### config.mk
export PLATFORM = sky130hd
export DESIGN_NAME = io_ring_pwr_seq
export DESIGN_NICKNAME = d
export VERILOG_FILES = /design/src/rtl/io_ring_pwr_seq.sv
export SDC_FILE = /design/constraint.sdc
export NUM_CORES = 1
export LEC_CHECK = 0
export ABC_AREA = 1
export CAP_MARGIN = 40
export CORE_ASPECT_RATIO = 1.4
export CORE_MARGIN = 8
export CORE_UTILIZATION = 60
export CTS_CLUSTER_SIZE = 28
export DETAILED_ROUTE_END_ITERATION = 10
export GPL_ROUTABILITY_DRIVEN = 0
export PLACE_DENSITY = 0.82
export SYNTH_ARGS = -nofsm -noshare
export SYNTH_HDL_FRONTEND = slang
export SYNTH_SLANG_ARGS = --single-unit
### constraint.sdc
create_clock -name clk -period 5 [get_ports clk]
set_clock_uncertainty 0.2 [all_clocks]
set_input_delay 0.5 -clock clk [delete_from_list [all_inputs] [get_ports clk]]
set_output_delay 0.5 -clock clk [all_outputs]
set_load 0.01 [all_outputs]
### src/rtl/io_ring_pwr_seq.sv
// io_ring_pwr_seq: VDDIO/VDDX power sequencer with pad isolation for one IO-ring segment; define IO_PWR_SEQ_RET_EN to drive pad retention on ret_o
module io_ring_pwr_seq #(
  parameter int TO_W        = 16,
  parameter int TIMEOUT     = 1000,
  parameter int SETTLE      = 16,
  parameter int SYNC_STAGES = 2
) (
  input  logic       clk,
  input  logic       rst_n,
  input  logic       up_req_i,
  input  logic       pg_vddio_i,
  input  logic       pg_vddx_i,
  input  logic       err_clr_i,
  output logic       en_vddio_o,
  output logic       en_vddx_o,
  output logic       iso_o,
  output logic       ret_o,
  output logic       ready_o,
  output logic       err_o,
  output logic [2:0] state_o
);
  typedef enum logic [2:0] {
    S_OFF    = 3'd0,
    S_UP_IO  = 3'd1,
    S_UP_X   = 3'd2,
    S_SETTLE = 3'd3,
    S_ON     = 3'd4,
    S_DN_X   = 3'd5,
    S_DN_IO  = 3'd6,
    S_ERR    = 3'd7
  } state_t;
  localparam logic [TO_W-1:0] TO_LAST = TO_W'(TIMEOUT - 1);
  localparam logic [TO_W-1:0] ST_LAST = TO_W'(SETTLE - 1);
  state_t state_q, state_d;
  logic [SYNC_STAGES-1:0] sync_io, sync_x;
  logic [TO_W-1:0] timer_q;
  logic pg_io_s, pg_x_s, to_hit, st_hit;
  logic en_io_d, en_x_d, iso_d, ready_d, err_d;
  assign pg_io_s = sync_io[SYNC_STAGES-1];
  assign pg_x_s  = sync_x[SYNC_STAGES-1];
  assign to_hit  = timer_q == TO_LAST;
  assign st_hit  = timer_q == ST_LAST;
  assign state_o = state_q;
  // bring the asynchronous power-good inputs into the clock domain
  always_ff @(posedge clk or negedge rst_n) begin
    if (!rst_n) begin
      sync_io <= '0;
      sync_x  <= '0;
    end else begin
      sync_io <= {sync_io[SYNC_STAGES-2:0], pg_vddio_i};
      sync_x  <= {sync_x[SYNC_STAGES-2:0], pg_vddx_i};
    end
  end
  // per-state dwell timer, restarted on every transition, saturating
  always_ff @(posedge clk or negedge rst_n) begin
    if (!rst_n) timer_q <= '0;
    else timer_q <= (state_d != state_q) ? '0 : (&timer_q) ? timer_q : timer_q + TO_W'(1);
  end
  // next-state logic; pg arrival outranks timeout while ramping up
  always_comb begin
    state_d = state_q;
    case (state_q)
      S_OFF:    state_d = up_req_i ? S_UP_IO : S_OFF;
      S_UP_IO:  state_d = pg_io_s ? S_UP_X : to_hit ? S_ERR : !up_req_i ? S_DN_IO : S_UP_IO;
      S_UP_X:   state_d = pg_x_s ? S_SETTLE : to_hit ? S_ERR : !up_req_i ? S_DN_X : S_UP_X;
      S_SETTLE: state_d = !(pg_io_s && pg_x_s) ? S_ERR : !up_req_i ? S_DN_X : st_hit ? S_ON : S_SETTLE;
      S_ON:     state_d = !(pg_io_s && pg_x_s) ? S_ERR : !up_req_i ? S_DN_X : S_ON;
      S_DN_X:   state_d = !pg_x_s ? S_DN_IO : to_hit ? S_ERR : S_DN_X;
      S_DN_IO:  state_d = !pg_io_s ? S_OFF : to_hit ? S_ERR : S_DN_IO;
      default:  state_d = (err_clr_i && !up_req_i) ? S_OFF : S_ERR;
    endcase
  end
  // outputs decoded from the next state so they move on the same edge as the state
  always_comb begin
    en_io_d = state_d inside {S_UP_IO, S_UP_X, S_SETTLE, S_ON, S_DN_X};
    en_x_d  = state_d inside {S_UP_X, S_SETTLE, S_ON};
    iso_d   = state_d != S_ON;
    ready_d = state_d == S_ON;
    err_d   = state_d == S_ERR;
  end
  // state and output registers; reset isolates the pads and drops the enables at once
  always_ff @(posedge clk or negedge rst_n) begin
    if (!rst_n) begin
      state_q    <= S_OFF;
      en_vddio_o <= 1'b0;
      en_vddx_o  <= 1'b0;
      iso_o      <= 1'b1;
      ready_o    <= 1'b0;
      err_o      <= 1'b0;
    end else begin
      state_q    <= state_d;
      en_vddio_o <= en_io_d;
      en_vddx_o  <= en_x_d;
      iso_o      <= iso_d;
      ready_o    <= ready_d;
      err_o      <= err_d;
    end
  end
`ifdef IO_PWR_SEQ_RET_EN
  // retention is armed when power-down starts and held until the ring is back on
  always_ff @(posedge clk or negedge rst_n) begin
    if (!rst_n) ret_o <= 1'b0;
    else ret_o <= (state_d == S_DN_X) ? 1'b1 : (state_d == S_ON) ? 1'b0 : ret_o;
  end
`else
  assign ret_o = 1'b0;
`endif
endmodule
==> impl_metrics.env, run 1 <==
export IMPL_groute_usage_overall=0.157
export IMPL_power_per_cell_area_mw_per_mm2=448
export IMPL_ctsHtreeMaxLevel=1
export IMPL_setup_total_negative_slack_ps=0
export IMPL_clkPwrFrac=0.193
export IMPL_multi_input_area_um2=930
export IMPL_fp_dieW_um=62.5
export IMPL_detail_route_iter0_violations=62
export IMPL_timing_hold_violations_final=0
export IMPL_design_die_area_mm2=0.00507
export IMPL_syn_instance_count=243
export IMPL_status="complete, no violations"
export IMPL_port_buffers=13
export IMPL_slew_violations=0
export IMPL_detail_route_antenna_nets=0
export IMPL_postCtsSetupBuffers=0
export IMPL_post_synthesis_cell_type_count=31
export IMPL_synth_top_cells_by_area="sky130_fd_sc_hd__dfrtp_1 37%, sky130_fd_sc_hd__nand2_1 11%, sky130_fd_sc_hd__inv_1 7.0%"
export IMPL_synth_enable_flop_cells=0
export IMPL_clkTransAtPathRegs_ps=90
export IMPL_grt_first_pass_wirelength_um=6540
export IMPL_netSwitchingPower_w=0.000393
export IMPL_hold_buffers=0
export IMPL_min_delay_path_depth=0
export IMPL_timing_critical_path_slowest_stage_cell="sky130_fd_sc_hd__dfrtp_1"
export IMPL_holdCritPathClass="flop to flop"
export IMPL_vdd_ir_drop_max_mv=0.267
export IMPL_hold_path_endpoint="sync_io[1]"
export IMPL_initial_utilization=0.632
export IMPL_timing_final_crit_share=0.462
export IMPL_cts_inserted_buffers=3
export IMPL_mappedNetlistArea_mm2=0.00182
export IMPL_grt_overflow_total=0
export IMPL_antenna_found_initial=0
export IMPL_grt_pass1_vias=1516
export IMPL_clockBufferDepth=2
export IMPL_cp_endpoint_kind="flop"
export IMPL_ff2ff_setup_slack_ps=2690
export IMPL_synth_ff_latch_count=28
export IMPL_power_combinational_fraction=0.484
export IMPL_drc=0
export IMPL_most_frequent_cell_after_synthesis="sky130_fd_sc_hd__nand2_1"
export IMPL_slowest_delay_ps=390
export IMPL_netSwitchingFraction=0.430
export IMPL_yosys_most_used_dff="sky130_fd_sc_hd__dfrtp_1"
export IMPL_routedWlPerCell_um=12.6
export IMPL_worstRegToRegCells=14
export IMPL_drt_vias_per_instance=5.27
export IMPL_grt_start_max_net_pins=29
export IMPL_leakagePower_nw=0.942
export IMPL_internal_power_w=0.000521
export IMPL_synth_warnings=0
export IMPL_r2r_start="timer_q[0]"
export IMPL_cts_resized=0
export IMPL_areaGrowthSynthToFinish_pct=12.3
export IMPL_preCtsSetupSlack_ps=2440
export IMPL_timing_fmax_mhz=433
export IMPL_synthesis_nets=250
export IMPL_worstSkewPairLatency_ps=270
export IMPL_die_height_um=81.1
export IMPL_boundaryPins=15
export IMPL_maximum_fanout_count_along_the_critical_path=16
export IMPL_power_frac_seq=0.323
export IMPL_drive_above_1_share=0.167
export IMPL_max_cap_violations=0
export IMPL_design_final_nets=266
export IMPL_area_sequential_um2=702
export IMPL_holdCritStartpoint="sync_io[0]"
export IMPL_yosys_top_cells_count="51 x sky130_fd_sc_hd__nand2_1, 34 x sky130_fd_sc_hd__inv_1, 32 x sky130_fd_sc_hd__nor2_1"
export IMPL_worst_ep_required_time_ps=4950
export IMPL_timing_final_setup_violations=0
export IMPL_floorplan_core_area_mm2=0.00288
export IMPL_timing_critical_path_mode_cell="sky130_fd_sc_hd__nand2_1"
export IMPL_timing_worst_setup_path_type="flop to flop"
export IMPL_cts_sink_count=28
export IMPL_hpwl_um=2840
export IMPL_timing_final_crit_period_ps=2310
export IMPL_clk_root_buffer_cell="sky130_fd_sc_hd__clkbuf_8"
export IMPL_dr_pass1_iters=4
export IMPL_timing_rr_end="timer_q[9]"
export IMPL_fillers=260
export IMPL_tritoncts_clock_tree="yes"
export IMPL_detail_route_wirelength_um=3720
export IMPL_setup_slack_ps=2690
export IMPL_startpoint_type="flop"
export IMPL_grt_setup_unrepaired="no"
export IMPL_yosysTopAreaCellShare=0.372
export IMPL_sequence_of_cells_on_the_critical_path="ha_1, nand3_2, nor2_1, nand2_2, nand3_1, nand2_1, nand2_1, inv_1, nand2_1, nand3_1, nand2_1, inv_2, nand2_4, nor2_1"
export IMPL_critical_path_arrival_ps=2260
export IMPL_synth_area_per_cell_um2=7.48
export IMPL_synth_top_area_cell="sky130_fd_sc_hd__dfrtp_1"
export IMPL_vias=1555
export IMPL_async_reset_ff_frac=1.00
export IMPL_seq_area_frac_synth=0.386
export IMPL_diodes=0
export IMPL_number_of_rows_created_at_floorplan=23
## layout make-up
type / count / area share
sequential: 28 / 0.344
clock buffer: 3 / 0.0202
timing repair buffer: 14 / 0.0674
clock inverter: 1 / 0.0147
multi-input combinational: 171 / 0.456
tap: 37 / 0.0227
inverter: 41 / 0.0754
## critical path: cells and delay by family, from the launching register on
| kind | cells | cell delay (ps) |
|---|---|---|
| adder cells (fa/ha/maj) | 1 | 310 |
| buffers and inverters | 2 | 80 |
| flip-flops | 1 | 390 |
| AND/OR/NAND/NOR | 11 | 1210 |
## kinds of logic (layout without fill, tap and decap cells)
group / count (synthesis) / after routing / share of synthesized area
xor gates and xnor gates: 5 / 5 / 0.0241
DFF: 28 / 28 / 0.386
and+or+nand+nor: 149 / 149 / 0.430
other: 1 / 1 / 0.00206
buffers and inverters: 44 / 59 / 0.103
adders and majority gates: 1 / 1 / 0.00688
AOI/OAI and AO/OA: 15 / 15 / 0.0482
## how the worst max path moves through the flow
stage	start	end	slack, ps	cells after the start
3_5_place_dp	up_req_i	timer_q[9]	2440	12
2_1_floorplan	timer_q[0]	timer_q[2]	3060	15
3_3_place_gp	up_req_i	timer_q[10]	2520	12
6_report	timer_q[0]	timer_q[9]	2690	14
5_1_grt	timer_q[0]	timer_q[10]	2420	14
4_1_cts	timer_q[0]	timer_q[9]	2680	14
## power groups by stage
stage / Sequential [W] / Combinational, W / Clock (W)
CTS: 0.000295 / 0.000450 / 0.000181
global route: 0.000299 / 0.000502 / 0.000188
finish: 0.000295 / 0.000443 / 0.000177
detailed placement: 0.000299 / 0.000448 / 0
global placement: 0.000298 / 0.000440 / 0
floorplan: 0.000305 / 0.000343 / 0
## metal layers
layer	routed length (µm)	vias to the layer above	global-route usage
li1	-	783	-
met1	1450	737	0.160
met2	2040	24	0.302
met3	94	11	0.0234
met4	127	0	0.0892
met5	0	-	0
## cell usage in the layout (no fill, tap or decap), drive strengths merged, types with 7 or more instances in the layout
master and count:
dfrtp 27, nand2 60, nand3 26, clkdlybuf4s50 13, o21ai 7, nor3 7, inv 39, nand4 7
nor2 46
## stage by stage
stage               instance area (µm²)  hold WS, ps  power, W  utilization  instances
floorplan                          1820         4.41  0.000649            -        243
global placement                   1970          133  0.000738        0.684        291
detailed placement                 1970          136  0.000747        0.684        291
CTS                                2040          158  0.000926        0.709        295
global route                       2040          174  0.000989        0.709        295
finish                             2040          154  0.000915        0.709        295
## registers in the layout, indices dropped and copies added, names as in the netlist
| register | cells |
|---|---|
| en_vddio_o | 1 |
| en_vddx_o | 1 |
| err_o | 1 |
| iso_o | 1 |
| ready_o | 1 |
| state_o | 3 |
| sync_io | 2 |
| sync_x | 2 |
| timer_q | 16 |
(Power assumes the default switching activity.)
==> inputs of run 2 (changes only) <==
--- a/config.mk
+++ b/config.mk
@@ -9,11 +9,11 @@
 export CAP_MARGIN = 40
 export CORE_ASPECT_RATIO = 1.4
 export CORE_MARGIN = 8
-export CORE_UTILIZATION = 60
+export CORE_UTILIZATION = 57
 export CTS_CLUSTER_SIZE = 28
 export DETAILED_ROUTE_END_ITERATION = 10
 export GPL_ROUTABILITY_DRIVEN = 0
-export PLACE_DENSITY = 0.82
+export PLACE_DENSITY = 0.79
 export SYNTH_ARGS = -nofsm -noshare
 export SYNTH_HDL_FRONTEND = slang
 export SYNTH_SLANG_ARGS = --single-unit
==> constraint.sdc (replaced) <==
create_clock -name clk -period 2.4 [get_ports clk]
set_clock_uncertainty 0.2 [all_clocks]
set_input_delay 0.24 -clock clk [delete_from_list [all_inputs] [get_ports clk]]
set_output_delay 0.24 -clock clk [all_outputs]
set_load 0.01 [all_outputs]
==> run 2 against run 1 <==
Compared with the run above: die area rose by 4.1%; sequential power rose by 110%; combinational power rose by 120%; critical endpoint is now timer_q[11]; fmax rose by 6.1%; clock power rose by 110%; total power rose by 120%; largest cell class unchanged; worst hold slack got worse by 40 ps; via count fell by 2.3%; count of clock-buffer cells in the layout did not move; final area rose by 1.0%; final cell count rose by 1.0%; critical path type unchanged; register-to-register slack got worse by 2500 ps.
==> impl_metrics.env, run 2 (synthesized netlist as in run 1, its figures left out) <==
export IMPL_status="complete, no violations"
export IMPL_antenna_found_initial=0
export IMPL_sequence_of_cells_on_the_critical_path="ha_2, nand3_2, nor2_1, nand2_2, nand3_1, nand2_1, nand2_1, inv_1, nand2_1, nand3_1, nand2_1, inv_2, nand2_8, nor2_1"
export IMPL_drc=0
export IMPL_biggest_register="timer_q"
export IMPL_worstRegToRegCells=14
export IMPL_layout_cells_most_common="sky130_fd_sc_hd__nand2_1"
export IMPL_grt_setup_unrepaired="no"
export IMPL_port_buffers=13
export IMPL_detail_route_antenna_nets=0
export IMPL_r2r_start="timer_q[0]"
export IMPL_cts_sink_count=28
export IMPL_number_of_rows_created_at_floorplan=24
export IMPL_setup_total_negative_slack_ps=0
export IMPL_timing_hold_violations_final=0
export IMPL_design_final_nets=267
export IMPL_grt_overflow_total=0
export IMPL_holdCritPathClass="input pin to async pin"
export IMPL_internal_power_w=0.00110
export IMPL_timing_critical_path_mode_cell="sky130_fd_sc_hd__nand2_1"
export IMPL_startpoint_type="flop"
export IMPL_floorplan_core_area_mm2=0.00309
export IMPL_wl_met3_um=121
export IMPL_ctsHtreeMaxLevel=1
export IMPL_routed_top_layer="met4"
export IMPL_clkPwrFrac=0.192
export IMPL_worstSkewPairLatency_ps=280
export IMPL_boundaryPins=15
export IMPL_vdd_ir_drop_max_mv=0.700
export IMPL_grt_pass1_vias=1553
export IMPL_detail_route_wirelength_um=3800
export IMPL_routedWlPerCell_um=12.7
export IMPL_leakagePower_nw=0.939
export IMPL_diodes=0
export IMPL_timing_worst_setup_path_type="flop to flop"
export IMPL_worst_ep_required_time_ps=2370
export IMPL_timing_fmax_mhz=459
export IMPL_timing_rr_end="timer_q[11]"
export IMPL_fillers=273
export IMPL_timing_final_crit_period_ps=2180
export IMPL_power_frac_seq=0.311
export IMPL_tritoncts_clock_tree="yes"
export IMPL_critical_path_arrival_ps=2150
export IMPL_fp_dieW_um=63.7
export IMPL_max_reg_flops=16
export IMPL_m1WireLength_um=1490
export IMPL_setup_slack_ps=223
export IMPL_initial_utilization=0.588
export IMPL_detail_route_iter0_violations=76
export IMPL_dr_pass1_iters=4
export IMPL_groute_usage_overall=0.152
export IMPL_final_core_occ=0.667
export IMPL_hpwl_um=2890
export IMPL_timing_critical_path_slowest_stage_cell="sky130_fd_sc_hd__dfrtp_1"
export IMPL_worst_hold_slack_ps=115
export IMPL_cts_inserted_buffers=3
export IMPL_ff2ff_setup_slack_ps=220
export IMPL_netSwitchingFraction=0.442
export IMPL_route_met2_wl_um=2110
export IMPL_final_cell_mix="51 x sky130_fd_sc_hd__nand2_1, 34 x sky130_fd_sc_hd__inv_1, 32 x sky130_fd_sc_hd__nor2_1"
export IMPL_drive_above_1_share=0.174
export IMPL_maximum_fanout_count_along_the_critical_path=16
export IMPL_areaGrowthSynthToFinish_pct=13.4
export IMPL_timing_final_crit_share=0.907
export IMPL_max_cap_violations=0
export IMPL_vias=1520
export IMPL_clk_root_buffer_cell="sky130_fd_sc_hd__clkbuf_8"
export IMPL_netSwitchingPower_w=0.000871
export IMPL_clkTransAtPathRegs_ps=100
export IMPL_slowest_delay_ps=400
export IMPL_cp_endpoint_kind="flop"
export IMPL_power_per_cell_area_mw_per_mm2=955
export IMPL_slew_violations=0
export IMPL_grt_start_max_net_pins=29
export IMPL_drt_vias_per_instance=5.10
export IMPL_die_height_um=82.8
export IMPL_preCtsSetupSlack_ps=100
export IMPL_clockBufferDepth=2
export IMPL_grt_first_pass_wirelength_um=6730
export IMPL_timing_final_setup_violations=0
export IMPL_design_die_area_mm2=0.00528
export IMPL_power_combinational_fraction=0.497
## run 2: power groups by stage
stage                     clock (W)  sequential, W  combinational (W)
after floorplan                   0       0.000636           0.000715
after global placement            0       0.000620           0.000921
final                      0.000379       0.000612           0.000979
after CTS                  0.000384       0.000612           0.000946
after detailed placement          0       0.000622           0.000943
after global routing       0.000402       0.000622            0.00109
## run 2: critical path, delay by kind of cell, from the launching register on
| family | cells | cell delay [ps] |
|---|---|---|
| adder cells (fa/ha/maj) | 1 | 250 |
| buffers and inverters | 2 | 100 |
| flip-flops | 1 | 400 |
| AND/OR/NAND/NOR | 11 | 1100 |
## run 2: how the worst max path moves through the flow
stage	start	to	slack, ps
after CTS	timer_q[0]	timer_q[11]	100
after global placement	timer_q[0]	timer_q[10]	180
after detailed placement	up_req_i	timer_q[11]	100
after floorplan	timer_q[0]	timer_q[3]	460
after global routing	timer_q[0]	timer_q[11]	8
final	timer_q[0]	timer_q[11]	220
## run 2: layout make-up
class	instances	area, µm²	area share
well taps	39	48.8	0.0237
flip-flops and latches	28	702	0.340
clock inverters	1	30.0	0.0146
repair buffers	15	145	0.0704
inverters	41	154	0.0746
multi-input cells	171	941	0.456
clock buffers	3	41.3	0.0200
## run 2: per-stage QoR
step,instances,total power (W),area [µm²]
floorplan,243,0.00135,1820
global placement,294,0.00154,1980
detailed placement,294,0.00156,1980
CTS,298,0.00194,2050
global route,298,0.00211,2060
finish,298,0.00197,2060
## run 2: metal layers
layer	track usage	vias up
met1	0.156	698
met4	0.0794	0
met5	0	-
met3	0.0323	9
li1	-	790
met2	0.278	23
## run 2: timing repair
item,CTS,global route
hold buffers,0,0
endpoints found under the setup margin,0,16
hold endpoints to repair,0,0
gates resized for setup,0,2
buffers inserted,0,0
